--- src/rtl/mem_bus_if.sv ---
// mem_bus_if: memory access stage behind the multicycle control unit.
// It takes one access request from the control unit and runs it as a
// req/ack transaction on the external memory bus.
//   - Address source is picked by memAdrSel: 0 = pc_i (fetch), 1 = alu_res_i (LD/ST).
//   - Address, write enable and write data are registered. They stay stable
//     through any number of wait states.
//   - Read data is captured when the bus acknowledges.
//   - stall_o holds the control FSM until the access completes.
//   - A watchdog moves to a sticky error state if the bus never acknowledges.
//     Setting TIMEOUT = 0 disables the watchdog.
// Ports:
//   clk, reset                      clock, asynchronous active-high reset
//   acc_valid_i, memAdrSel, memWrCtl access request, address select, write select
//   pc_i, alu_res_i, wdata_i        address sources and store data
//   stall_o, done_o, rdata_o, err_o status back to the control unit
//   bus_req_o, bus_we_o, bus_addr_o, bus_wdata_o, bus_ack_i, bus_rdata_i  memory bus
module mem_bus_if #(
  parameter int unsigned DATA_W  = 32,
  parameter int unsigned ADDR_W  = 32,
  parameter int unsigned TIMEOUT = 64
) (
  input  logic              clk,
  input  logic              reset,
  input  logic              acc_valid_i,
  input  logic              memAdrSel,
  input  logic              memWrCtl,
  input  logic [DATA_W-1:0] pc_i,
  input  logic [DATA_W-1:0] alu_res_i,
  input  logic [DATA_W-1:0] wdata_i,
  output logic              stall_o,
  output logic              done_o,
  output logic [DATA_W-1:0] rdata_o,
  output logic              err_o,
  output logic              bus_req_o,
  output logic              bus_we_o,
  output logic [ADDR_W-1:0] bus_addr_o,
  output logic [DATA_W-1:0] bus_wdata_o,
  input  logic              bus_ack_i,
  input  logic [DATA_W-1:0] bus_rdata_i
);

  localparam int unsigned CNT_W = (TIMEOUT > 1) ? $clog2(TIMEOUT) : 1;
  localparam logic [CNT_W-1:0] CNT_LAST = (TIMEOUT == 0) ? '0 : CNT_W'(TIMEOUT - 1);

  typedef enum logic [1:0] {
    IDLE = 2'd0,
    BUSY = 2'd1,
    DONE = 2'd2,
    ERR  = 2'd3
  } state_t;

  state_t           state_q, state_d;
  logic             accept;
  logic [CNT_W-1:0] wd_cnt;

  always_ff @(posedge clk or posedge reset) begin
    if (reset) state_q <= IDLE;
    else       state_q <= state_d;
  end

  always_comb begin
    state_d = state_q;
    accept  = 1'b0;
    stall_o = 1'b0;
    done_o  = 1'b0;
    err_o   = 1'b0;
    case (state_q)
      IDLE: begin
        stall_o = acc_valid_i;
        if (acc_valid_i) begin
          accept  = 1'b1;
          state_d = BUSY;
        end
      end
      BUSY: begin
        stall_o = 1'b1;
        // An ack that arrives on the expiry cycle still completes the access.
        if (bus_ack_i)
          state_d = DONE;
        else if ((TIMEOUT != 0) && (wd_cnt == CNT_LAST))
          state_d = ERR;
      end
      DONE: begin
        done_o  = 1'b1;
        state_d = IDLE;
      end
      ERR: begin
        err_o = 1'b1;
      end
      default: state_d = IDLE;
    endcase
  end

  // Bus outputs are registered from the next state, so no input reaches them combinationally.
  always_ff @(posedge clk or posedge reset) begin
    if (reset) begin
      bus_req_o   <= 1'b0;
      bus_we_o    <= 1'b0;
      bus_addr_o  <= '0;
      bus_wdata_o <= '0;
      rdata_o     <= '0;
      wd_cnt      <= '0;
    end else begin
      bus_req_o <= (state_d == BUSY);

      if (accept) begin
        bus_addr_o  <= memAdrSel ? alu_res_i[ADDR_W-1:0] : pc_i[ADDR_W-1:0];
        bus_we_o    <= memWrCtl;
        bus_wdata_o <= wdata_i;
      end else if (state_d != BUSY) begin
        bus_we_o <= 1'b0;
      end

      if ((state_q == BUSY) && bus_ack_i && !bus_we_o)
        rdata_o <= bus_rdata_i;

      if ((state_q == BUSY) && !bus_ack_i)
        wd_cnt <= wd_cnt + 1'b1;
      else if (state_q != BUSY)
        wd_cnt <= '0;
    end
  end

endmodule
--- config.mk ---
export PLATFORM = sky130hd
export DESIGN_NAME = mem_bus_if
export DESIGN_NICKNAME = d
export VERILOG_FILES = /design/src/rtl/mem_bus_if.sv
export SDC_FILE = /design/constraint.sdc
export NUM_CORES = 1
export LEC_CHECK = 0
export BUFFER_PORTS_ARGS = -buffer_cell sky130_fd_sc_hd__buf_2
export CORE_ASPECT_RATIO = 1.5
export CORE_MARGIN = 5
export CORE_UTILIZATION = 30
export CTS_BUF_LIST = sky130_fd_sc_hd__clkbuf_16
export DETAILED_ROUTE_END_ITERATION = 10
export HOLD_SLACK_MARGIN = 0.06
export PLACE_DENSITY = 0.61
export SLEW_MARGIN = 20
export SYNTH_ARGS = -nofsm -noshare
export SYNTH_HDL_FRONTEND = slang
export SYNTH_SLANG_ARGS = --single-unit
--- constraint.sdc ---
create_clock -name clk -period 3.8 [get_ports clk]
set_input_delay 0.38 -clock clk [delete_from_list [all_inputs] [get_ports clk]]
set_output_delay 0.38 -clock clk [all_outputs]
set_load 0.01 [all_outputs]
# Word level (Yosys, flattened, before mapping)
# Cells that the tools add are included.
# classes
addsub	1
eq_ne	7
n_mux	14
reduce_logical	8
# ops
op	count
32-bit two-way mux	1
6-bit two-way mux	2
6-bit by 1-bit adder with 6-bit output (second input constant)	1
6-bit == test (second input constant)	1
1-bit two-way mux	6
2-bit two-way mux	3
2-bit case mux with 3 select lines	1
2-bit by 1-bit == test with 1-bit output (second input constant)	2
2-bit == test (second input constant)	2
2-bit by 1-bit != test with 1-bit output (second input constant)	2
2-bit nonzero test	2
1-bit logical AND	3
1-bit zero test	2
2-bit zero test	1
1-bit case mux with 2 select lines	1
# word_totals
ff_bits	106
input_bits	134
elab_cells	37

# Logic depth before layout (Yosys ltp)
# logic_depth
word_depth	7
ltp_mapped	6

# Worst setup path after synthesis
# No wires, ideal clock.
# synth_path
kind	flip-flop to flip-flop
from	register state_q[1]
to	register rdata_o[20]
arrival_time_ns	1.452
path_slack_ns	2.223
stages_incl_launch_ff	7
n_path_buf	3
period_less_slack_ns	1.577
path_cell_list	dfrtp_1 -> buf_6 -> nand2b_4 -> buf_6 -> nor3_4 -> buf_6 -> mux2_2
# synth_via
elab_chain_len	3
# synth_lines
element	line	rtl
start, declared	52	state_t state_q, state_d;
start signal, assigned	58	else state_q <= state_d;
2-bit by 1-bit == test with 1-bit output	114	if ((state_q == BUSY) && bus_ack_i && !bus_we_o)
1-bit logical AND (2 in a row)	114	
end signal, assigned	115	rdata_o <= bus_rdata_i;
end, declared	32	output logic [DATA_W-1:0] rdata_o,
# Every way passes these cells.
# A chain may end at the register's enable or synchronous reset.

# Worst setup path after layout
# layout_path
from	register state_q[0]
to	register bus_wdata_o[11]
# layout_via
elab_chain_len	2
# layout_lines
element	line	rtl
2-bit zero test	67	case (state_q)
1-bit two-way mux	67	
end signal, assigned	109	bus_wdata_o <= wdata_i;
end, declared	37	output logic [DATA_W-1:0] bus_wdata_o,
# Every way passes these cells.

==> flow_metrics.tcl <==
set metrics [dict create \
    hp-class "input port to async pin" \
    drv_slew 0 \
    antenna_cells 0 \
    yosysTopAreaCellShare_pct 60.8 \
    vias 3292 \
    antenna_found_initial 0 \
    htreeDepth 3 \
    num_rows 54 \
    wirelength_um 11100 \
    drive_above_1_share_pct 56.6 \
    arrival_ns 2.27 \
    cp.required_ns 4.01 \
    slew_headroom_pct 33.7 \
    ys_seq_area_share_pct 60.8 \
    layout.nets 690 \
    ctsLongestPathBuffers 2 \
    dieArea_mm2 0.0171 \
    grt-ovfl-total 0 \
    setup_viol 0 \
    ir_worst_vdd_mv 0.412 \
    synthesis.yosys.warnings 0 \
    grt_pass1_wl_um 17200 \
    cts_tree "yes" \
    clock-root-buffer "clkbuf_16" \
    grt_max_degree 98 \
    gp_congestion 0.753 \
    outcome "finished, final reports clean" \
    finClkSkew_ns 0.00572 \
    worstSetupStartpointType "flop" \
    die_w_um 108 \
    endpoint_kind "flop" \
    routedWlPerCell_um 14.6 \
    numCtsBuffers 9 \
    cts_resized 0 \
    first_pass_iters 4 \
    syn_nets 462 \
    ys_types 26 \
    finalHoldViolCount 0 \
    power_density_mw_per_mm2 776 \
    drv_cap 0 \
    post-route-cell-area_mm2 0.00595 \
    min_period_ns 2.05 \
    post_cts_buffers 0 \
    syn_inst 327 \
    tightest_slew_ns 0.994 \
    critical_path.max_fanout 97 \
    synth.area.top_cells "dfrtp_1 (61%), mux2_2 (16%), mux2i_1 (7.6%), a21oi_1 (3.8%), nor2_1 (3.6%)" \
    final_cell_mix "buf_2 (234), dfrtp_1 (106), mux2_2 (61)" \
    ys_ff_latch 106 \
    rsz0062_at_grt "no" \
    initial_utilization_pct 30.3 \
    power.leakage_nw 2.93 \
    tns_ns 0 \
    cts_sinks 106 \
    drtIter0Drc 114 \
    clkTransAtPathRegs_ns 0.07 \
    grt_usage_pct 12.7 \
    area_growth_pct 36.5 \
    core_area_mm2 0.0144 \
    synth_area_leader_cell "dfrtp_1" \
    final_antenna_net_count 0 \
    syn_avg_cell_area_um2 13.3 \
    drcViolationCount 0 \
    netlist_area_mm2 0.00436 \
    final_core_util_pct 41.4 \
    detailed_place_hpwl_um 8600 \
    post_dp_cell_area_mm2 0.00568 \
    viasPerCell 4.35 \
    final_common_cell "buf_2" \
    clkLatencyLatePin_ns 0.34 \
    pin_count 235 \
    criticalPathCategory "flop to flop" \
    grt_pass1_vias 3590 \
    die_y_um 158 \
    fmax_ghz 0.488 \
    port_buffers 234 \
    period_share_pct 54.0 \
    hold_buffers 0 \
]
worst max-delay path, cell delays in order (launching register included):
cell,delay (ns)
dfrtp_1,0.50
nor3b_4,0.21
buf_4,0.77
mux2_1,0.39
power by group:
group          internal [mW]  switching (mW)  leakage (nW)  total, mW
Sequential              1.67           0.287          1.23       1.95
Combinational          0.890           0.918          1.56       1.81
Clock                  0.444           0.411         0.135      0.855
cell families (layout without fill, tap and decap cells):
kind of cell	after synthesis	count (layout)	share of synthesized area [%]
AOI/OAI and AO/OA	38	38	4.51
buffers and inverters	24	257	3.36
xor gates and xnor gates	4	4	0.804
adders and majority gates	1	1	0.287
and+or+nand+nor	57	57	6.11
muxes	97	97	24.1
DFF	106	106	60.8
path summary, 6_finish.rpt:
path,from,endpoint,slack (ns),cells past startpoint
worst max-delay path,state_q[0],bus_wdata_o[11],1.75,3
worst max register to register,state_q[0],bus_wdata_o[11],1.75,3
max in group asynchronous,reset,bus_addr_o[29],2.81,3
min in group clk,memWrCtl,bus_we_o,0.26,3
worst min register to register,bus_wdata_o[12],bus_wdata_o[12],0.48,1
worst min-delay path,reset,rdata_o[3],0.17,2
state kept, by name, summed over array words and instances (netlist names):
signal       count
bus_req_o        1
wd_cnt           6
state_q          2
rdata_o         32
bus_we_o         1
bus_wdata_o     32
bus_addr_o      32
per-layer routing:
layer  wire length (um)  global-route usage, %  share of wire [%]  vias to the layer above
met1               3870                   13.5                 35                     1547
met4                159                   4.63                1.4                        0
met2               5740                   22.8                 52                      154
li1                   -                      -                  -                     1580
met3               1270                   4.86                 12                       11
met5                  0                      0                  0                        -
metrics by stage:
step / total power [mW] / cells / setup WS [ns] / hold slack (ns)
2_1_floorplan: 3.05 / 327 / 0.631 / 0.497
3_3_place_gp: 3.76 / 740 / 1.81 / 0.463
3_5_place_dp: 3.84 / 740 / 1.74 / 0.469
4_1_cts: 4.71 / 756 / 1.73 / 0.203
5_1_grt: 4.97 / 756 / 1.62 / 0.241
6_report: 4.62 / 756 / 1.75 / 0.174
cell type report:
| cell class | instances | area [um^2] |
|---|---|---|
| Multi-Input combinational cell | 197 | 1570 |
| Inverter | 3 | 13.8 |
| Timing Repair Buffer | 238 | 1200 |
| Tap cell | 196 | 245 |
| Clock inverter | 7 | 46.3 |
| Sequential cell | 106 | 2650 |
| Fill cell | 1427 | 8440 |
| Clock buffer | 9 | 225 |
Yosys cell counts:
cell type / n
mux2_2: 61
or3_1: 1
nand2b_4: 1
mux2_1: 3
buf_2: 15
o31a_1: 1
nand2_1: 5
xnor2_1: 1
nor3_4: 1
dfrtp_1: 106
clkbuf_1: 1
and2_1: 1
xor2_1: 3
nand4b_1: 2
nand4_1: 1
nor2_1: 42
o21ai_0: 3
buf_6: 5
nor2b_1: 1
a21oi_1: 33
nor3b_2: 1
inv_1: 3
o31ai_1: 1
ha_1: 1
nand3_1: 1
mux2i_1: 33
Power figures use the tool's default switching activity.
